<file path="src/rtl/alu_ctrl.sv">
// Two-requester sequencer sharing one 16-bit ripple ALU; single-cycle logic/arith ops
// and a 16-cycle shift-add multiply, with a tagged valid/ready response channel.

module alu (
    input  logic [15:0] i0,
    input  logic [15:0] i1,
    input  logic [1:0]  op,
    output logic [15:0] o,
    output logic        cout
);
    logic [16:0] carry;
    logic [15:0] sum;
    logic        sub;

    assign sub = (op == 2'b01);

    // Subtract as a + ~b + 1, so carry out of 1 means no borrow.
    always_comb begin
        carry    = '0;
        sum      = '0;
        carry[0] = sub;
        for (int unsigned i = 0; i < 16; i++) begin
            sum[i]     = i0[i] ^ (i1[i] ^ sub) ^ carry[i];
            carry[i+1] = (i0[i] & (i1[i] ^ sub)) | (carry[i] & (i0[i] ^ (i1[i] ^ sub)));
        end
    end

    always_comb begin
        o    = '0;
        cout = 1'b0;
        case (op)
            2'b00, 2'b01: begin
                o    = sum;
                cout = carry[16];
            end
            2'b10:   o = i0 & i1;
            default: o = i0 | i1;
        endcase
    end
endmodule

module alu_ctrl (
    input  logic        clk,
    input  logic        rst_n,
    input  logic        req0_valid,
    output logic        req0_ready,
    input  logic [2:0]  req0_cmd,
    input  logic [15:0] req0_a,
    input  logic [15:0] req0_b,
    input  logic        req1_valid,
    output logic        req1_ready,
    input  logic [2:0]  req1_cmd,
    input  logic [15:0] req1_a,
    input  logic [15:0] req1_b,
    output logic        rsp_valid,
    input  logic        rsp_ready,
    output logic        rsp_id,
    output logic [15:0] rsp_data,
    output logic        rsp_cout,
    output logic        rsp_err,
    output logic        busy
);
    typedef enum logic [1:0] {
        IDLE = 2'd0,
        EXEC = 2'd1,
        MUL  = 2'd2,
        RESP = 2'd3
    } state_t;

    state_t      state;
    logic        rr;
    logic [15:0] a_q;
    logic [15:0] b_q;
    logic [2:0]  cmd_q;
    logic        id_q;
    logic [15:0] acc;
    logic [3:0]  cnt;
    logic        sticky;

    logic        gnt0;
    logic        gnt1;
    logic [2:0]  gnt_cmd;

    logic [15:0] alu_i0;
    logic [15:0] alu_i1;
    logic [1:0]  alu_op;
    logic [15:0] alu_o;
    logic        alu_cout;

    // Grant depends only on state, rr and the two valids; rsp_ready never feeds it.
    always_comb begin
        gnt0 = 1'b0;
        gnt1 = 1'b0;
        if (rst_n && state == IDLE) begin
            gnt0 = req0_valid & (~req1_valid | ~rr);
            gnt1 = req1_valid & (~req0_valid |  rr);
        end
    end

    assign req0_ready = gnt0;
    assign req1_ready = gnt1;
    assign gnt_cmd    = gnt1 ? req1_cmd : req0_cmd;
    assign busy       = (state != IDLE);

    always_comb begin
        if (state == MUL) begin
            alu_i0 = acc;
            alu_i1 = b_q[0] ? a_q : '0;
            alu_op = 2'b00;
        end else begin
            alu_i0 = a_q;
            alu_i1 = b_q;
            alu_op = cmd_q[1:0];
        end
    end

    alu u_alu (
        .i0   (alu_i0),
        .i1   (alu_i1),
        .op   (alu_op),
        .o    (alu_o),
        .cout (alu_cout)
    );

    always_ff @(posedge clk or negedge rst_n) begin
        if (!rst_n) begin
            state     <= IDLE;
            rr        <= 1'b0;
            a_q       <= '0;
            b_q       <= '0;
            cmd_q     <= '0;
            id_q      <= 1'b0;
            acc       <= '0;
            cnt       <= '0;
            sticky    <= 1'b0;
            rsp_valid <= 1'b0;
            rsp_id    <= 1'b0;
            rsp_data  <= '0;
            rsp_cout  <= 1'b0;
            rsp_err   <= 1'b0;
        end else begin
            case (state)
                IDLE: begin
                    if (gnt0 || gnt1) begin
                        id_q   <= gnt1;
                        a_q    <= gnt1 ? req1_a : req0_a;
                        b_q    <= gnt1 ? req1_b : req0_b;
                        cmd_q  <= gnt_cmd;
                        acc    <= '0;
                        cnt    <= '0;
                        sticky <= 1'b0;
                        state  <= (gnt_cmd == 3'b100) ? MUL : EXEC;
                    end
                end
                EXEC: begin
                    if (cmd_q > 3'b100) begin
                        rsp_data <= '0;
                        rsp_cout <= 1'b0;
                        rsp_err  <= 1'b1;
                    end else begin
                        rsp_data <= alu_o;
                        rsp_cout <= alu_cout;
                        rsp_err  <= 1'b0;
                    end
                    rsp_id    <= id_q;
                    rsp_valid <= 1'b1;
                    state     <= RESP;
                end
                MUL: begin
                    acc    <= alu_o;
                    sticky <= sticky | alu_cout;
                    a_q    <= a_q << 1;
                    b_q    <= b_q >> 1;
                    cnt    <= cnt + 4'd1;
                    if (cnt == 4'd15) begin
                        rsp_data  <= alu_o;
                        rsp_cout  <= sticky | alu_cout;
                        rsp_err   <= 1'b0;
                        rsp_id    <= id_q;
                        rsp_valid <= 1'b1;
                        state     <= RESP;
                    end
                end
                RESP: begin
                    if (rsp_ready) begin
                        rsp_valid <= 1'b0;
                        rr        <= ~rsp_id;
                        state     <= IDLE;
                    end
                end
                default: state <= IDLE;
            endcase
        end
    end
endmodule

</file>
<file path="config.mk">
export PLATFORM = sky130hd
export DESIGN_NAME = alu_ctrl
export DESIGN_NICKNAME = d
export VERILOG_FILES = /design/src/rtl/alu_ctrl.sv
export SDC_FILE = /design/constraint.sdc
export NUM_CORES = 1
export LEC_CHECK = 0
export CAP_MARGIN = 20
export CORE_MARGIN = 5
export CORE_UTILIZATION = 49
export CTS_CLUSTER_SIZE = 40
export DETAILED_ROUTE_END_ITERATION = 10
export PLACE_DENSITY = 0.78
export SLEW_MARGIN = 10
export SYNTH_ARGS = -nofsm -noshare
export SYNTH_HDL_FRONTEND = slang
export SYNTH_SLANG_ARGS = --single-unit
</file>
<file path="constraint.sdc">
create_clock -name clk -period 7.5 [get_ports clk]
set_input_delay 0.75 -clock clk [delete_from_list [all_inputs] [get_ports clk]]
set_output_delay 0.75 -clock clk [all_outputs]
set_load 0.05 [all_outputs]
</file>
==> results.yml, run 1 <==
clocking:
  clock_sinks: 80
  holdBufCountCts: 0
  cts.reportedPaths.clkPinSlew_ns: 0.06
  cts_tree: "done"
  cts_root_buf: "clkbuf_16"
  h-tree-depth: 3
  insertion_delay_ns: 0.34
  numCtsBuffers: 9
  clockBufferDepth: 2
global_routing:
  grt_pass1_wl_um: 24560
  grt_overflow: 0
  grt_pass1_vias: 4913
  grt_usage: 0.2287
  grt_antenna_before_repair: 0
  grt_max_degree: 74
status:
  outcome: "completed"
final_layout:
  num-nets-final: 754
  fillers: 937
  register_area_mm2: 0.002002
  multi_input_area_mm2: 0.003301
  areaGrowthSynthToFinish_pct: 25.38
  antenna_cells: 0
  drive_gt1_frac: 0.1225
  fin_cells: 804
yosys:
  synth.area.mux_share: 0.09653
  synth_compound_area_frac: 0.2682
  synth.distinct_cells: 50
  ys.flop_type: "dfrtp_1"
  synth-xor-area-share: 0.02520
  synth_cells: 577
  synth_area_mm2: 0.005560
  yosys.area_share.simple: 0.1022
  ys_seq_area_frac: 0.3600
  synth_top_family_by_area: "compound AO/OA/AOI/OAI gates"
  yosys_warnings: 0
  synth_edf_count: 0
  synthAdderAreaFrac: 0.08911
  syn-num-nets: 673
  syn_avg_cell_area_um2: 9.637
  async_flop_share: 1.000
  synth_seq_cells: 80
floorplanning:
  pin_count: 98
  start_util: 0.4933
  die-height_um: 116.5
  fp.dieW_um: 116.5
  dieArea_mm2: 0.01358
  rows: 39
  core_area_mm2: 0.01127
worst_setup_path:
  rr_endpoint: "rsp_data[15]"
  crit_path_cell_trace: "inv_2 > ha_4 > mux2_2 > fa_2 > fa_2 > fa_2 > fa_2 > fa_2 > fa_2 > fa_2 > fa_2 > fa_2 > fa_2 > fa_2 > fa_1 > inv_1 > fa_1 > fa_1 > fa_1 > a21oi_1 > a22o_1"
  cp_top_family: "adder cells"
  crit_end: "rsp_data[15]"
  cp.depth: 21
  cp_data_arrival_time_ns: 7.58
  slowest_stage: "fa_1"
  path_buf_inv: 2
  path_max_fanout: 8
  crit_path_start: "state[0]"
  path_class: "register to register"
  required_ns: 7.78
  cpMostUsedCell: "fa_2"
  end_kind: "register"
  reg2reg_depth: 21
  r2r-start: "state[0]"
  critPathMaxStageDelay_ns: 0.44
  rrSetupSlack_ns: 0.19
  worst_setup_path_start_kind: "register"
power:
  peakVddDrop_uv: 276.7
  leakagePower_nw: 2.925
  power_density_mw_per_mm2: 545.1
place:
  dp.cells: 786
  dp_hpwl_um: 10990
  place_ws_ns: -0.1263
  place_congestion: 0.8699
  port_buffers: 97
timing:
  fmax_mhz: 136.9
  hold_viol: 0
  setup_viol_count_final: 0
  maxSlewHeadroom: 0.3101
  fin_ws_ns: 0.1934
  finalCriticalPeriod_ns: 7.307
  finalSetupTns_ns: 0
  clock_skew_ns: 0.005770
  rsz0062_at_grt: "no"
  post-route-period-util: 0.9742
  worst_pin_slew_ns: 1.034
  maxSlewViolCount: 0
drt:
  wl_um: 14960
  num_vias: 4860
  drc: 0
  drt_iter0_markers: 371
  ant_nets: 0
  wl_per_cell_um: 18.61
  dr.pass1.iters: 5
  vias_per_cell: 6.045
run:
  maxCapViolations: 0
worst_hold_path:
  hold_path.class: "input port to async pin"
[synth_stat cells, types with 4 or more instances]
master | number | area share
a211oi_1 | 40 | 0.054
a21oi_1 | 67 | 0.060
a22o_1 | 17 | 0.027
a31oi_1 | 6 | 0.0068
a32oi_1 | 13 | 0.020
and3_1 | 18 | 0.020
buf_2 | 27 | 0.024
buf_6 | 6 | 0.012
clkbuf_1 | 16 | 0.011
dfrtp_1 | 80 | 0.36
fa_1 | 15 | 0.054
ha_1 | 6 | 0.014
inv_1 | 10 | 0.0068
maj3_1 | 12 | 0.022
mux2_2 | 13 | 0.026
mux2i_1 | 36 | 0.065
nand2_1 | 34 | 0.023
nand2b_1 | 4 | 0.0045
nand3_1 | 4 | 0.0036
nor2_1 | 33 | 0.022
nor2b_1 | 5 | 0.0056
o21ai_0 | 18 | 0.016
o21bai_1 | 29 | 0.039
o31ai_1 | 17 | 0.023
xnor2_1 | 13 | 0.020
[metal layers]
| metal | share of wire | vias to the layer above | GRT usage | wire, um |
|---|---|---|---|---|
| met1 | 0.45 | 2336 | 0.3290 | 6731 |
| met5 | 0 | - | 0 | 0 |
| met3 | 0.079 | 16 | 0.05907 | 1182 |
| li1 | - | 2310 | - | - |
| met2 | 0.46 | 198 | 0.3432 | 6846 |
| met4 | 0.013 | 0 | 0.06187 | 199 |
[layout make-up]
class,instances,share of cell area
timing repair buffer,122,0.1687
multi-input combinational,434,0.4734
sequential,80,0.2871
clock buffer,11,0.03625
inverter,11,0.006102
tap,143,0.02566
clock inverter,3,0.002692
[flip-flops by register name, summed over array words and instances (netlist names)]
register / flops
a_q: 16
acc: 16
b_q: 16
cmd_q: 3
cnt: 4
id_q: 1
rr: 1
rsp_cout: 1
rsp_data: 16
rsp_err: 1
rsp_id: 1
rsp_valid: 1
state: 2
sticky: 1
[cell usage in the layout, fill, tap and decap left out, drive strengths merged, types with 15 or more instances in the layout]
cell type and instances:
clkdlybuf4s50 96, dfrtp 80, a21oi 68, a211oi 40, mux2i 36, nand2 35, nor2 33, o21bai 29
buf 26, o21ai 20, and3 18, o31ai 17, a22o 17, mux2 15, fa 15
[report_power, final]
part	total, mW	switching [mW]	leakage, nW	internal, mW
clock	0.403	0.166	0.137	0.238
sequential	0.869	0.224	0.946	0.645
combinational	2.53	1.43	1.84	1.10
total	3.80	1.82	2.92	1.98
[stage by stage]
stage | hold WS, ns | cell area (um2) | utilization | total power [mW]
2_1_floorplan | 0.4463 | 5617 | - | 2.677
3_3_place_gp | 0.4640 | 6616 | 0.5870 | 3.214
3_5_place_dp | 0.4706 | 6624 | 0.5876 | 3.316
4_1_cts | 0.2505 | 6922 | 0.6141 | 3.753
5_1_grt | 0.2488 | 6972 | 0.6185 | 4.099
6_report | 0.2532 | 6972 | 0.6185 | 3.801
[what timing repair did]
action,4_1_cts,5_1_grt
endpoints found under the setup margin,4,5
gates resized for setup,3,3
buffers inserted,1,2
pin swaps,1,2
[cells by family (layout without fill, tap and decap cells)]
| logic type | after synthesis | in the layout |
|---|---|---|
| AOI/OAI and AO/OA | 221 | 221 |
| xor gates and xnor gates | 16 | 16 |
| adders and majority gates | 33 | 33 |
| buffers and inverters | 63 | 147 |
| DFF | 80 | 80 |
| muxes | 51 | 51 |
| and+or+nand+nor | 113 | 113 |
[how the worst min path moves through the flow]
stage	from	end	slack, ns
final	rst_n	b_q[13]	0.25
after global routing	rst_n	b_q[13]	0.25
after CTS	rst_n	b_q[13]	0.25
after detailed placement	rsp_data[8]	rsp_data[8]	0.47
after global placement	rsp_data[10]	rsp_data[10]	0.46
after floorplan	rst_n	a_q[0]	0.45
[worst reg2reg max path, cell delays in order (launching register included)]
cell and delay (ns):
dfrtp_1 0.38, inv_2 0.12, ha_4 0.20, mux2_2 0.37, fa_2 0.41, fa_2 0.43, fa_2 0.42, fa_2 0.42
fa_2 0.42, fa_2 0.41, fa_2 0.41, fa_2 0.41, fa_2 0.41, fa_2 0.41, fa_2 0.40, fa_1 0.44
inv_1 0.09, fa_1 0.21, fa_1 0.20, fa_1 0.43, a21oi_1 0.15, a22o_1 0.14
No activity file was read; power rests on OpenSTA's default activity.
==> run 2: changes to the inputs <==
==> constraint.sdc (replaced) <==
create_clock -name clk -period 7.5 [get_ports clk]
set_input_delay 1.125 -clock clk [delete_from_list [all_inputs] [get_ports clk]]
set_output_delay 1.125 -clock clk [all_outputs]
set_load 0.05 [all_outputs]
==> results.yml, run 2 (same netlist as run 1, synthesis figures left out) <==
status:
  outcome: "completed"
power:
  peakVddDrop_uv: 295.0
  leakagePower_nw: 2.937
  power_density_mw_per_mm2: 547.2
global_routing:
  grt_usage: 0.2274
  grt_antenna_before_repair: 0
  grt_pass1_wl_um: 24450
  grt_max_degree: 70
  grt_pass1_vias: 4732
  grt_overflow: 0
drt:
  vias_per_cell: 6.012
  drc: 0
  num_vias: 4846
  highest_layer: "met4"
  wl_per_cell_um: 18.48
  route.met2.wl_um: 6875
  ant_nets: 0
  wl_um: 14900
  met3_length_um: 1002
  drt_iter0_markers: 345
  wl_met1_um: 6856
  dr.pass1.iters: 5
clocking:
  clock_sinks: 80
  h-tree-depth: 3
  holdBufCountCts: 0
  cts_root_buf: "clkbuf_16"
  insertion_delay_ns: 0.34
  cts.reportedPaths.clkPinSlew_ns: 0.06
  numCtsBuffers: 9
  clockBufferDepth: 2
  cts_tree: "done"
final_layout:
  most-common-layout-cells: "clkdlybuf4s50_1 (96), dfrtp_1 (80), a21oi_1 (66), a211oi_1 (40), mux2i_1 (36)"
  fillers: 943
  num-nets-final: 754
  drive_gt1_frac: 0.1282
  antenna_cells: 0
  areaGrowthSynthToFinish_pct: 26.13
  final_common_cell: "clkdlybuf4s50_1"
  fin_cells: 806
floorplanning:
  die-height_um: 116.5
  core_area_mm2: 0.01127
  pin_count: 98
  start_util: 0.4933
  rows: 39
  dieArea_mm2: 0.01358
  fp.dieW_um: 116.5
timing:
  finalCriticalPeriod_ns: 7.260
  hold_slack_ns: 0.4768
  clock_skew_ns: 0.008127
  maxSlewHeadroom: 0.3164
  post-route-period-util: 0.9680
  hold_viol: 0
  setup_viol_count_final: 0
  rsz0062_at_grt: "no"
  maxSlewViolCount: 0
  fmax_mhz: 137.7
  worst_pin_slew_ns: 1.024
worst_setup_path:
  rrSetupSlack_ns: 0.24
  path_class: "register to register"
  cp_data_arrival_time_ns: 7.53
  end_kind: "register"
  required_ns: 7.77
  reg2reg_depth: 22
  worst_setup_path_start_kind: "register"
  path_max_fanout: 3
worst_hold_path:
  min_path_cells: 2
  hold_path.class: "register to register"
place:
  dp_hpwl_um: 10950
  port_buffers: 97
  place_congestion: 0.8739
  dp.cells: 786
run:
  maxCapViolations: 0
[run 2: layout make-up]
type / count / area [um2] / area share
Timing Repair Buffer: 122 / 1167 / 0.1665
Clock buffer: 12 / 256.5 / 0.03657
Multi-Input combinational cell: 434 / 3314 / 0.4726
Sequential cell: 80 / 2002 / 0.2855
Tap cell: 143 / 178.9 / 0.02551
Clock inverter: 4 / 51.30 / 0.007315
Inverter: 11 / 42.54 / 0.006066
[run 2: final timing paths]
path | endpoint | from
max in group asynchronous | acc[6] | rst_n
hold reg to reg | rsp_data[7] | rsp_data[7]
setup reg to reg | rsp_data[15] | state[1]
hold / removal | rsp_data[7] | rsp_data[7]
setup / recovery | rsp_data[15] | state[1]
min in group asynchronous | a_q[3] | rst_n
[run 2: where the power goes]
part / internal [mW] / switching, mW / leakage [nW]
Clock: 0.277 / 0.173 / 0.149
Combinational: 1.09 / 1.42 / 1.84
Sequential: 0.644 / 0.226 / 0.946
[run 2: what timing repair did]
| item | CTS | global route |
|---|---|---|
| setup endpoints to repair | 3 | 5 |
| pin swaps | 1 | 3 |
| buffers inserted | 2 | 1 |
| resized for setup | 3 | 7 |
[run 2: per-stage QoR]
step	TNS [ns]	power, mW	instance area (um2)	util	setup slack [ns]
6_report	0	3.838	7013	0.6222	0.2403
5_1_grt	0	4.143	7013	0.6222	0.02543
4_1_cts	0	3.792	6965	0.6179	0.006053
3_5_place_dp	-0.1813	3.316	6624	0.5876	-0.1266
3_3_place_gp	0	3.215	6616	0.5870	0.02072
2_1_floorplan	0	2.677	5617	-	0.03344
[run 2: routing by layer]
metal / up-vias / GRT usage
li1: 2300 / -
met5: - / 0
met2: 183 / 0.3459
met1: 2349 / 0.3338
met4: 0 / 0.05646
met3: 14 / 0.04560
[run 2: critical path: stages (launching register included)]
cell	delay, ns
dfrtp_1	0.41
buf_4	0.16
ha_4	0.16
nor3b_4	0.28
xnor2_2	0.12
fa_2	0.38
fa_2	0.37
fa_2	0.38
fa_2	0.41
fa_2	0.41
fa_2	0.41
fa_2	0.40
fa_2	0.41
fa_2	0.41
fa_2	0.41
fa_2	0.40
fa_1	0.44
inv_1	0.10
fa_2	0.22
fa_1	0.19
fa_1	0.42
a21oi_1	0.14
a22o_1	0.15
==> run 3: changes to the inputs <==
--- a/config.mk
+++ b/config.mk
@@ -5,12 +5,11 @@
 export SDC_FILE = /design/constraint.sdc
 export NUM_CORES = 1
 export LEC_CHECK = 0
-export CAP_MARGIN = 20
 export CORE_MARGIN = 5
-export CORE_UTILIZATION = 49
+export CORE_UTILIZATION = 54
 export CTS_CLUSTER_SIZE = 40
 export DETAILED_ROUTE_END_ITERATION = 10
-export PLACE_DENSITY = 0.78
+export PLACE_DENSITY = 0.82
 export SLEW_MARGIN = 10
 export SYNTH_ARGS = -nofsm -noshare
 export SYNTH_HDL_FRONTEND = slang
==> constraint.sdc (replaced) <==
create_clock -name clk -period 8.22 [get_ports clk]
set_input_delay 1.233 -clock clk [delete_from_list [all_inputs] [get_ports clk]]
set_output_delay 1.233 -clock clk [all_outputs]
set_load 0.05 [all_outputs]
==> results.yml, run 3 (same netlist as run 1, synthesis figures left out) <==
drt:
  vias_per_cell: 6.144
  drt_iter0_markers: 335
  ant_nets: 0
  wl_um: 14700
  drc: 0
  dr.pass1.iters: 5
  num_vias: 4854
  wl_per_cell_um: 18.60
clocking:
  cts.reportedPaths.clkPinSlew_ns: 0.09
  holdBufCountCts: 0
  cts_tree: "done"
  cts_root_buf: "clkbuf_8"
  insertion_delay_ns: 0.36
  numCtsBuffers: 9
  clock_sinks: 80
  h-tree-depth: 3
  clockBufferDepth: 2
final_layout:
  most-common-layout-cells: "clkdlybuf4s50_1 (96), dfrtp_1 (79), a21oi_1 (66), a211oi_1 (40), mux2i_1 (36)"
  num-nets-final: 745
  final_util: 0.6687
  final_common_cell: "clkdlybuf4s50_1"
  fin_area_mm2: 0.006810
  areaGrowthSynthToFinish_pct: 22.48
  antenna_cells: 0
  drive_gt1_frac: 0.09786
  fillers: 845
global_routing:
  grt_max_degree: 84
  grt_overflow: 0
  grt_usage: 0.2362
  grt_antenna_before_repair: 0
  grt_pass1_wl_um: 24340
  grt_pass1_vias: 4729
worst_setup_path:
  cpMostUsedCell: "fa_1"
  rrSetupSlack_ns: 0.28
  critPathMaxStageDelay_ns: 0.48
  path_buf_inv: 2
  worst_setup_path_start_kind: "register"
  path_class: "register to register"
  crit_path_cell_trace: "inv_2 > ha_1 > nor3b_2 > xnor2_1 > fa_1 > fa_1 > fa_1 > fa_1 > fa_1 > fa_1 > fa_1 > fa_1 > fa_1 > fa_1 > fa_1 > fa_1 > inv_1 > fa_1 > fa_1 > fa_1 > a21oi_1 > a22o_1"
  required_ns: 8.51
  cp_data_arrival_time_ns: 8.24
  end_kind: "register"
  slowest_stage: "fa_1"
  path_max_fanout: 4
  cp_top_family: "adder cells"
timing:
  clock_skew_ns: 0.01404
  maxSlewHeadroom: 0.2579
  fmax_mhz: 125.9
  fin_ws_ns: 0.2786
  post-route-period-util: 0.9661
  finalSetupTns_ns: 0
  maxSlewViolCount: 0
  hold_viol: 0
  worst_pin_slew_ns: 1.110
  setup_viol_count_final: 0
  finalCriticalPeriod_ns: 7.941
power:
  leakagePower_nw: 2.856
  peakVddDrop_uv: 243.1
  finalPower_mw: 3.330
  power_density_mw_per_mm2: 489.0
floorplanning:
  start_util: 0.5459
  pin_count: 98
  die-height_um: 111.5
  dieArea_mm2: 0.01243
  fp.dieW_um: 111.5
  rows: 37
  core_area_mm2: 0.01018
place:
  postPlaceCellArea_mm2: 0.006526
  port_buffers: 97
  dp_hpwl_um: 10730
  place_congestion: 0.8828
  place_ws_ns: 0.05016
status:
  outcome: "completed"
worst_hold_path:
  hold_path.class: "register to register"
run:
  maxCapViolations: 0
run 3: changes by cell type in the layout (fill, tap and decap cells not counted), sizes merged:
cell      previous run  this run
clkinv               2         0
buf                 26        17
bufinv               1         2
clkinvlp             1         3
inv                 11        10
run 3: report_power, final:
group | switching (mW) | internal, mW | total [mW] | leakage [nW]
registers | 0.208 | 0.587 | 0.795 | 0.945
clock network | 0.147 | 0.196 | 0.343 | 0.115
logic | 1.27 | 0.924 | 2.19 | 1.80
run 3: routing by layer:
metal / up-vias / global-route usage / share of wire
li1: 2281 / - / -
met1: 2384 / 0.3556 / 0.45
met2: 172 / 0.3554 / 0.47
met3: 17 / 0.04076 / 0.069
met4: 0 / 0.05839 / 0.011
met5: - / 0 / 0
run 3: worst register-to-register path, cell delays in order, from the launching register on:
cell and delay [ns]:
dfrtp_1 0.37, inv_2 0.08, ha_1 0.22, nor3b_2 0.31, xnor2_1 0.15, fa_1 0.44
fa_1 0.48, fa_1 0.48, fa_1 0.47, fa_1 0.47, fa_1 0.47, fa_1 0.46
fa_1 0.46, fa_1 0.46, fa_1 0.46, fa_1 0.47, fa_1 0.42, inv_1 0.10
fa_1 0.21, fa_1 0.20, fa_1 0.42, a21oi_1 0.14, a22o_1 0.15
run 3: final cells by class:
type,instances,area [um2],share of cell area
clock buffer,12,165.2,0.02425
clock inverter,4,75.07,0.01102
inverter,11,45.04,0.006614
multi-input combinational,434,3263,0.4791
sequential,80,2003,0.2941
tap,136,170.2,0.02499
timing repair buffer,113,1089,0.1598
run 3: per-stage QoR:
stage | hold slack, ns | instances
2_1_floorplan | 0.4463 | 577
3_3_place_gp | 0.4643 | 772
3_5_place_dp | 0.4697 | 772
4_1_cts | 0.4871 | 788
5_1_grt | 0.5035 | 790
6_report | 0.4791 | 790
run 3: final timing paths:
| check | cells after the start | from | end |
|---|---|---|---|
| hold / removal | 2 | rsp_data[11] | rsp_data[11] |
| min in group asynchronous | 2 | rst_n | rsp_valid |
| setup reg to reg | 22 | state[0] | rsp_data[15] |
| setup / recovery | 22 | state[0] | rsp_data[15] |
| max in group asynchronous | 2 | rst_n | state[1] |
| hold reg to reg | 2 | rsp_data[11] | rsp_data[11] |
run 3: what timing repair did:
item	CTS	global route
setup endpoints to repair	1	5
hold endpoints to repair	0	0
resized for setup	1	7
buffers inserted	0	1
